[src/rtl/water_pkg.sv]
// water_pkg: shared encodings, widths and sensor decode helpers for the pump controller.
package water_pkg;
  localparam int LEVEL_W = 4;
  localparam int SENSOR_W = 8;
  typedef enum logic [1:0] {S_IDLE = 2'd0, S_FILL = 2'd1, S_COOL = 2'd2, S_FAULT = 2'd3} state_t;
  function automatic logic is_therm(input logic [SENSOR_W-1:0] s);
    return (s & (s + SENSOR_W'(1))) == '0;
  endfunction
  function automatic logic [LEVEL_W-1:0] therm_level(input logic [SENSOR_W-1:0] s);
    return LEVEL_W'($countones(s));
  endfunction
endpackage

[src/rtl/level_debounce.sv]
// level_debounce: debounces the tank sensor bus and decodes the thermometer code into a level.
module level_debounce
  import water_pkg::*;
#(
  parameter int DEB_CYCLES = 4
) (
  input  logic                clk,
  input  logic                rst_n,
  input  logic [SENSOR_W-1:0] a,
  output logic [LEVEL_W-1:0]  level,
  output logic                valid,
  output logic                rdy
);
  localparam int CW = $clog2(DEB_CYCLES + 1);
  logic [SENSOR_W-1:0] cand;
  logic [CW-1:0] cnt;
  logic accept;
  // accept on the edge where the counter steps to DEB_CYCLES-1, so a level lands DEB_CYCLES edges after a settles
  assign accept = (a == cand) && (cnt == CW'(DEB_CYCLES - 2));
  always_ff @(posedge clk or negedge rst_n) begin
    if (!rst_n) begin
      cand  <= '0;
      cnt   <= '0;
      level <= '0;
      valid <= 1'b1;
      rdy   <= 1'b0;
    end else begin
      cand <= a;
      cnt  <= (a != cand) ? '0 : (cnt == CW'(DEB_CYCLES - 1)) ? cnt : cnt + 1'b1;
      if (accept) begin
        rdy   <= 1'b1;
        valid <= is_therm(cand);
        level <= is_therm(cand) ? therm_level(cand) : level;
      end
    end
  end
endmodule

[src/rtl/water_pump_ctrl.sv]
// water_pump_ctrl: tank fill controller with debounced level, fill progress watchdog and pump off-time.
module water_pump_ctrl
  import water_pkg::*;
#(
  parameter int DEB_CYCLES   = 4,
  parameter int FILL_TIMEOUT = 1000,
  parameter int MIN_OFF      = 16,
  parameter int LOW_MARK     = 1,
  parameter int HIGH_MARK    = 8
) (
  input  logic                clk,
  input  logic                rst_n,
  input  logic [SENSOR_W-1:0] a,
  input  logic                en,
  input  logic                clr_fault,
  output logic                pump_on,
  output logic                full,
  output logic                half,
  output logic                empty,
  output logic [LEVEL_W-1:0]  level,
  output logic                fault,
  output logic [1:0]          state
);
  localparam int FW = $clog2(FILL_TIMEOUT + 1);
  localparam int OW = $clog2(MIN_OFF + 1);
  state_t state_q, state_d;
  logic valid, rdy, err, rise, timeout, cool_done;
  logic [LEVEL_W-1:0] prev_lvl;
  logic [FW-1:0] fill_cnt;
  logic [OW-1:0] off_cnt;
  level_debounce #(.DEB_CYCLES(DEB_CYCLES)) u_deb (
    .clk   (clk),
    .rst_n (rst_n),
    .a     (a),
    .level (level),
    .valid (valid),
    .rdy   (rdy)
  );
  // no decisions are taken on the reset level until the debouncer has accepted a pattern
  assign err       = rdy && !valid;
  assign rise      = level > prev_lvl;
  assign timeout   = (fill_cnt == FW'(FILL_TIMEOUT - 1)) && !rise;
  assign cool_done = off_cnt == OW'(MIN_OFF - 1);
  assign fault     = state_q == S_FAULT;
  assign state     = state_q;
  always_ff @(posedge clk or negedge rst_n) begin
    if (!rst_n) state_q <= S_IDLE;
    else state_q <= state_d;
  end
  always_comb begin
    state_d = state_q;
    if (err) state_d = S_FAULT;
    else begin
      case (state_q)
        S_IDLE:  state_d = (en && rdy && level <= LEVEL_W'(LOW_MARK)) ? S_FILL : S_IDLE;
        S_FILL:  state_d = timeout ? S_FAULT : (level >= LEVEL_W'(HIGH_MARK) || !en) ? S_COOL : S_FILL;
        S_COOL:  state_d = cool_done ? S_IDLE : S_COOL;
        S_FAULT: state_d = (clr_fault && valid) ? S_COOL : S_FAULT;
      endcase
    end
  end
  always_ff @(posedge clk or negedge rst_n) begin
    if (!rst_n) begin
      pump_on <= 1'b0;
      full    <= 1'b0;
      half    <= 1'b0;
      empty   <= 1'b0;
    end else begin
      pump_on <= state_q == S_FILL;
      full    <= rdy && level == LEVEL_W'(8);
      half    <= rdy && level >= LEVEL_W'(4) && level < LEVEL_W'(8);
      empty   <= rdy && level == '0;
    end
  end
  always_ff @(posedge clk or negedge rst_n) begin
    if (!rst_n) begin
      prev_lvl <= '0;
      fill_cnt <= '0;
      off_cnt  <= '0;
    end else begin
      prev_lvl <= level;
      fill_cnt <= (state_q != S_FILL || rise) ? '0 : (fill_cnt == FW'(FILL_TIMEOUT)) ? fill_cnt : fill_cnt + 1'b1;
      off_cnt  <= (state_q != S_COOL) ? '0 : (off_cnt == OW'(MIN_OFF)) ? off_cnt : off_cnt + 1'b1;
    end
  end
endmodule

[config.mk]
export PLATFORM = sky130hd
export DESIGN_NAME = water_pump_ctrl
export DESIGN_NICKNAME = d
export VERILOG_FILES = /design/src/rtl/water_pkg.sv /design/src/rtl/level_debounce.sv /design/src/rtl/water_pump_ctrl.sv
export SDC_FILE = /design/constraint.sdc
export NUM_CORES = 1
export LEC_CHECK = 0
export ABC_AREA = 1
export CAP_MARGIN = 20
export CORE_MARGIN = 4
export CORE_UTILIZATION = 50
export CTS_CLUSTER_SIZE = 28
export DETAILED_ROUTE_END_ITERATION = 8
export PLACE_DENSITY_LB_ADDON = 0.1
export SETUP_SLACK_MARGIN = 0.15
export SLEW_MARGIN = 10
export SYNTH_ARGS = -nofsm -noshare
export SYNTH_HDL_FRONTEND = slang
export SYNTH_HIERARCHICAL = 1
export SYNTH_SLANG_ARGS = --single-unit
[constraint.sdc]
create_clock -name clk -period 2.95 [get_ports clk]
set_clock_uncertainty 0.15 [all_clocks]
set_input_delay 0.59 -clock clk [delete_from_list [all_inputs] [get_ports clk]]
set_output_delay 0.59 -clock clk [all_outputs]
set_load 0.05 [all_outputs]
==> results.json <==
{
  "portBuffers": 22,
  "row_count": 24,
  "fin_crit_sh": 1.04,
  "cp-end-kind": "flop",
  "first_global_vias": 1772,
  "p_comb_frac": 0.123,
  "arrival_ns": 3.10,
  "drv_slew": 0,
  "nets": 356,
  "hold_viol_final": 0,
  "tns_ns": -0.189,
  "finalSetupViolations": 2,
  "reg2reg_from": "u_deb/cand[0]",
  "ir_drop_mv": 0.222,
  "seq_area_um2": 1050,
  "intPower_mw": 0.896,
  "violations": "negative setup slack",
  "synthCells": 291,
  "vias": 1841,
  "path_cells": "fa_1 > inv_1 > fa_1 > fa_1 > inv_2 > ha_4 > inv_2 > fa_2 > inv_2 > nand4_1 > nand2_1",
  "viasPerCell": 4.90,
  "critical_path_class": "flop to flop",
  "multi_input_area_um2": 1110,
  "switchingPower_mw": 0.276,
  "track_usage": 0.160,
  "period_needed_ns": 3.07,
  "syn-num-nets": 324,
  "wirelength_um": 4130,
  "synth-main-ff-cell": "dfrtp_1",
  "post-route-drc-count": 0,
  "drive_above_1_share": 0.120,
  "netlist_area_um2": 2360,
  "max_slew_margin": 0.397,
  "fin_ws_ns": -0.119,
  "die_area_um2": 5890,
  "layout.cells.non_filler": 376,
  "cts.sinks": 42,
  "startpoint": "u_deb/cand[0]",
  "antenna_found_initial": 0,
  "ff2ff_setup_slack_ns": -0.12,
  "die_y_um": 76.7,
  "status": "finished with violations",
  "crit_required_ns": 2.98,
  "hpwlAfterDp_um": 3180,
  "yosysMostFrequentCell": "nand2_1",
  "maxClockFrequency_mhz": 326,
  "r2r_end": "u_deb/level[1]",
  "worstHoldPathType": "primary input to async pin",
  "synth_edf_count": 0,
  "clock_latency_ns": 0.29,
  "gp_congestion": 0.789,
  "worst_pin_slew_ns": 0.904,
  "fillers": 396,
  "power_frac_clock": 0.377,
  "synth_cell_type_count": 25,
  "total_power_mw": 1.17,
  "worstPathMaxFanout": 2,
  "yosys.area.top_type_share": 0.435,
  "area_growth_pct": 18.6,
  "switching_share": 0.235,
  "core_region_area_um2": 4470,
  "max-cap-violations": 0,
  "first_pass_iters": 4,
  "cts_made_buffers": 5,
  "avgSynthCellArea_um2": 8.11,
  "die_w_um": 76.7,
  "powerDensity_nw_per_um2": 419,
  "ys_seq_area_frac": 0.446,
  "leakagePower_nw": 1.40,
  "clockBufferDepth": 2,
  "ys.warnings.count": 6,
  "drt-initial-drc-count": 47,
  "endpoint": "u_deb/level[1]",
  "tritoncts": "done",
  "grt_max_degree": 43,
  "place_inst": 368,
  "reg2reg_depth": 11,
  "post-route-util": 0.626,
  "startpoint_type": "flop",
  "ys_ff_latch": 42,
  "ioPinCount": 23,
  "cts-hold-fix-buffers": 0,
  "max_stage_delay_ns": 0.54,
  "grt_remaining_overflow": 0,
  "cp_slowest_cell": "fa_1",
  "rsz0062_at_grt": "yes",
  "antenna_cells": 0,
  "power_frac_seq": 0.501,
  "drtAntennaViolNets": 0,
  "ys_top_cells_by_area": "dfrtp_1 43%, nand2_1 12%, ha_1 9.0%",
  "synth-async-reset-ratio": 1.00,
  "pre_cts_slack_ns": -0.129,
  "root_buffer": "clkbuf_8",
  "clk_pin_slew_ns": 0.08,
  "post_drt_wl_per_cell_um": 11.0,
  "yosys.area.top_type": "dfrtp_1",
  "floorplan.initialDensity": 0.528,
  "synth_common_cells": "73 x nand2_1, 55 x inv_1, 41 x dfrtp_1",
  "htreeDepth": 2,
  "grt_first_pass_wirelength_um": 7760
}
## sequential cells by signal, indices dropped and copies added (netlist names)
name and count:
half 1, u_deb/valid 1, u_deb/level 4, u_deb/cnt 3, state 2, pump_on 1
fill_cnt 10, full 1, prev_lvl 4, off_cnt 5, empty 1, u_deb/rdy 1
u_deb/cand 8
## what timing repair did
| item | 4_1_cts | 5_1_grt |
|---|---|---|
| endpoints found under the hold margin | 0 | 0 |
| gates resized for setup | 3 | 5 |
| pin swaps | 0 | 2 |
| buffers inserted | 0 | 0 |
| setup endpoints to repair | 2 | 4 |
| gates cloned | 0 | 0 |
## power by group through the flow
stage / Sequential (mW) / Combinational [mW] / Clock [mW]
after floorplan: 0.598 / 0.0719 / 0
after global placement: 0.598 / 0.118 / 0
after detailed placement: 0.598 / 0.121 / 0
after CTS: 0.587 / 0.125 / 0.460
after global routing: 0.588 / 0.167 / 0.488
final: 0.587 / 0.144 / 0.441
## metrics by stage
| stage | hold WS [ns] | instance area, µm² |
|---|---|---|
| 4_1_cts | 0.316 | 2780 |
| 3_3_place_gp | 0.296 | 2660 |
| 2_1_floorplan | 0.144 | 2360 |
| 3_5_place_dp | 0.308 | 2660 |
| 6_report | 0.274 | 2800 |
| 5_1_grt | 0.350 | 2800 |
## critical path, delay by kind of cell, from the launching register on
family                   cells  cell delay, ns
buffers and inverters        4            0.20
adder cells (fa/ha/maj)      5            2.11
flip-flops                   1            0.40
AND/OR/NAND/NOR              2            0.12
## area by class of cell
| type | instances | area share |
|---|---|---|
| Clock buffer | 5 | 0.0246 |
| Sequential cell | 42 | 0.376 |
| Timing Repair Buffer | 25 | 0.0849 |
| Inverter | 60 | 0.0804 |
| Tap cell | 52 | 0.0232 |
| Multi-Input combinational cell | 189 | 0.397 |
| Clock inverter | 3 | 0.0143 |
## worst min path at each step
stage / from / endpoint / cells past startpoint / slack [ns]
after floorplan: rst_n / empty / 0 / 0.14
after global placement: u_deb/rdy / u_deb/rdy / 2 / 0.30
after detailed placement: u_deb/rdy / u_deb/rdy / 2 / 0.31
after CTS: rst_n / fill_cnt[0] / 1 / 0.32
after global routing: u_deb/valid / u_deb/valid / 2 / 0.35
final: rst_n / fill_cnt[0] / 1 / 0.27
## cell families after synthesis
logic type,synth area share
compound gates,0.0371
xor+xnor,0.0185
fa+ha+maj,0.124
buf+inv,0.0954
flops,0.446
simple gates,0.279
## layer usage
metal	global-route usage	share of wire	vias to the layer above
li1	-	-	955
met1	0.199	0.44	861
met2	0.275	0.51	19
met3	0.0340	0.032	6
met4	0.0543	0.015	0
met5	0	0	-
## cell usage in the layout (no fill, tap or decap), types with 2 or more instances in the layout
cell             synthesis  final
a21oi_1                 11     11
buf_4                    0      3
clkbuf_8                 0      5
clkdlybuf4s50_1          0     21
clkinv_2                 0      2
dfrtp_1                 41     41
fa_1                     4      3
ha_1                    17     16
inv_1                   55     52
inv_2                    5      8
nand2_1                 73     73
nand2_2                  3      3
nand3_1                 14     13
nand4_1                  7      7
nor2_1                  30     30
nor2_2                   7      7
nor3_1                   5      5
o21ai_0                  5      5
xor2_1                   4      4
(Power assumes the default switching activity.)
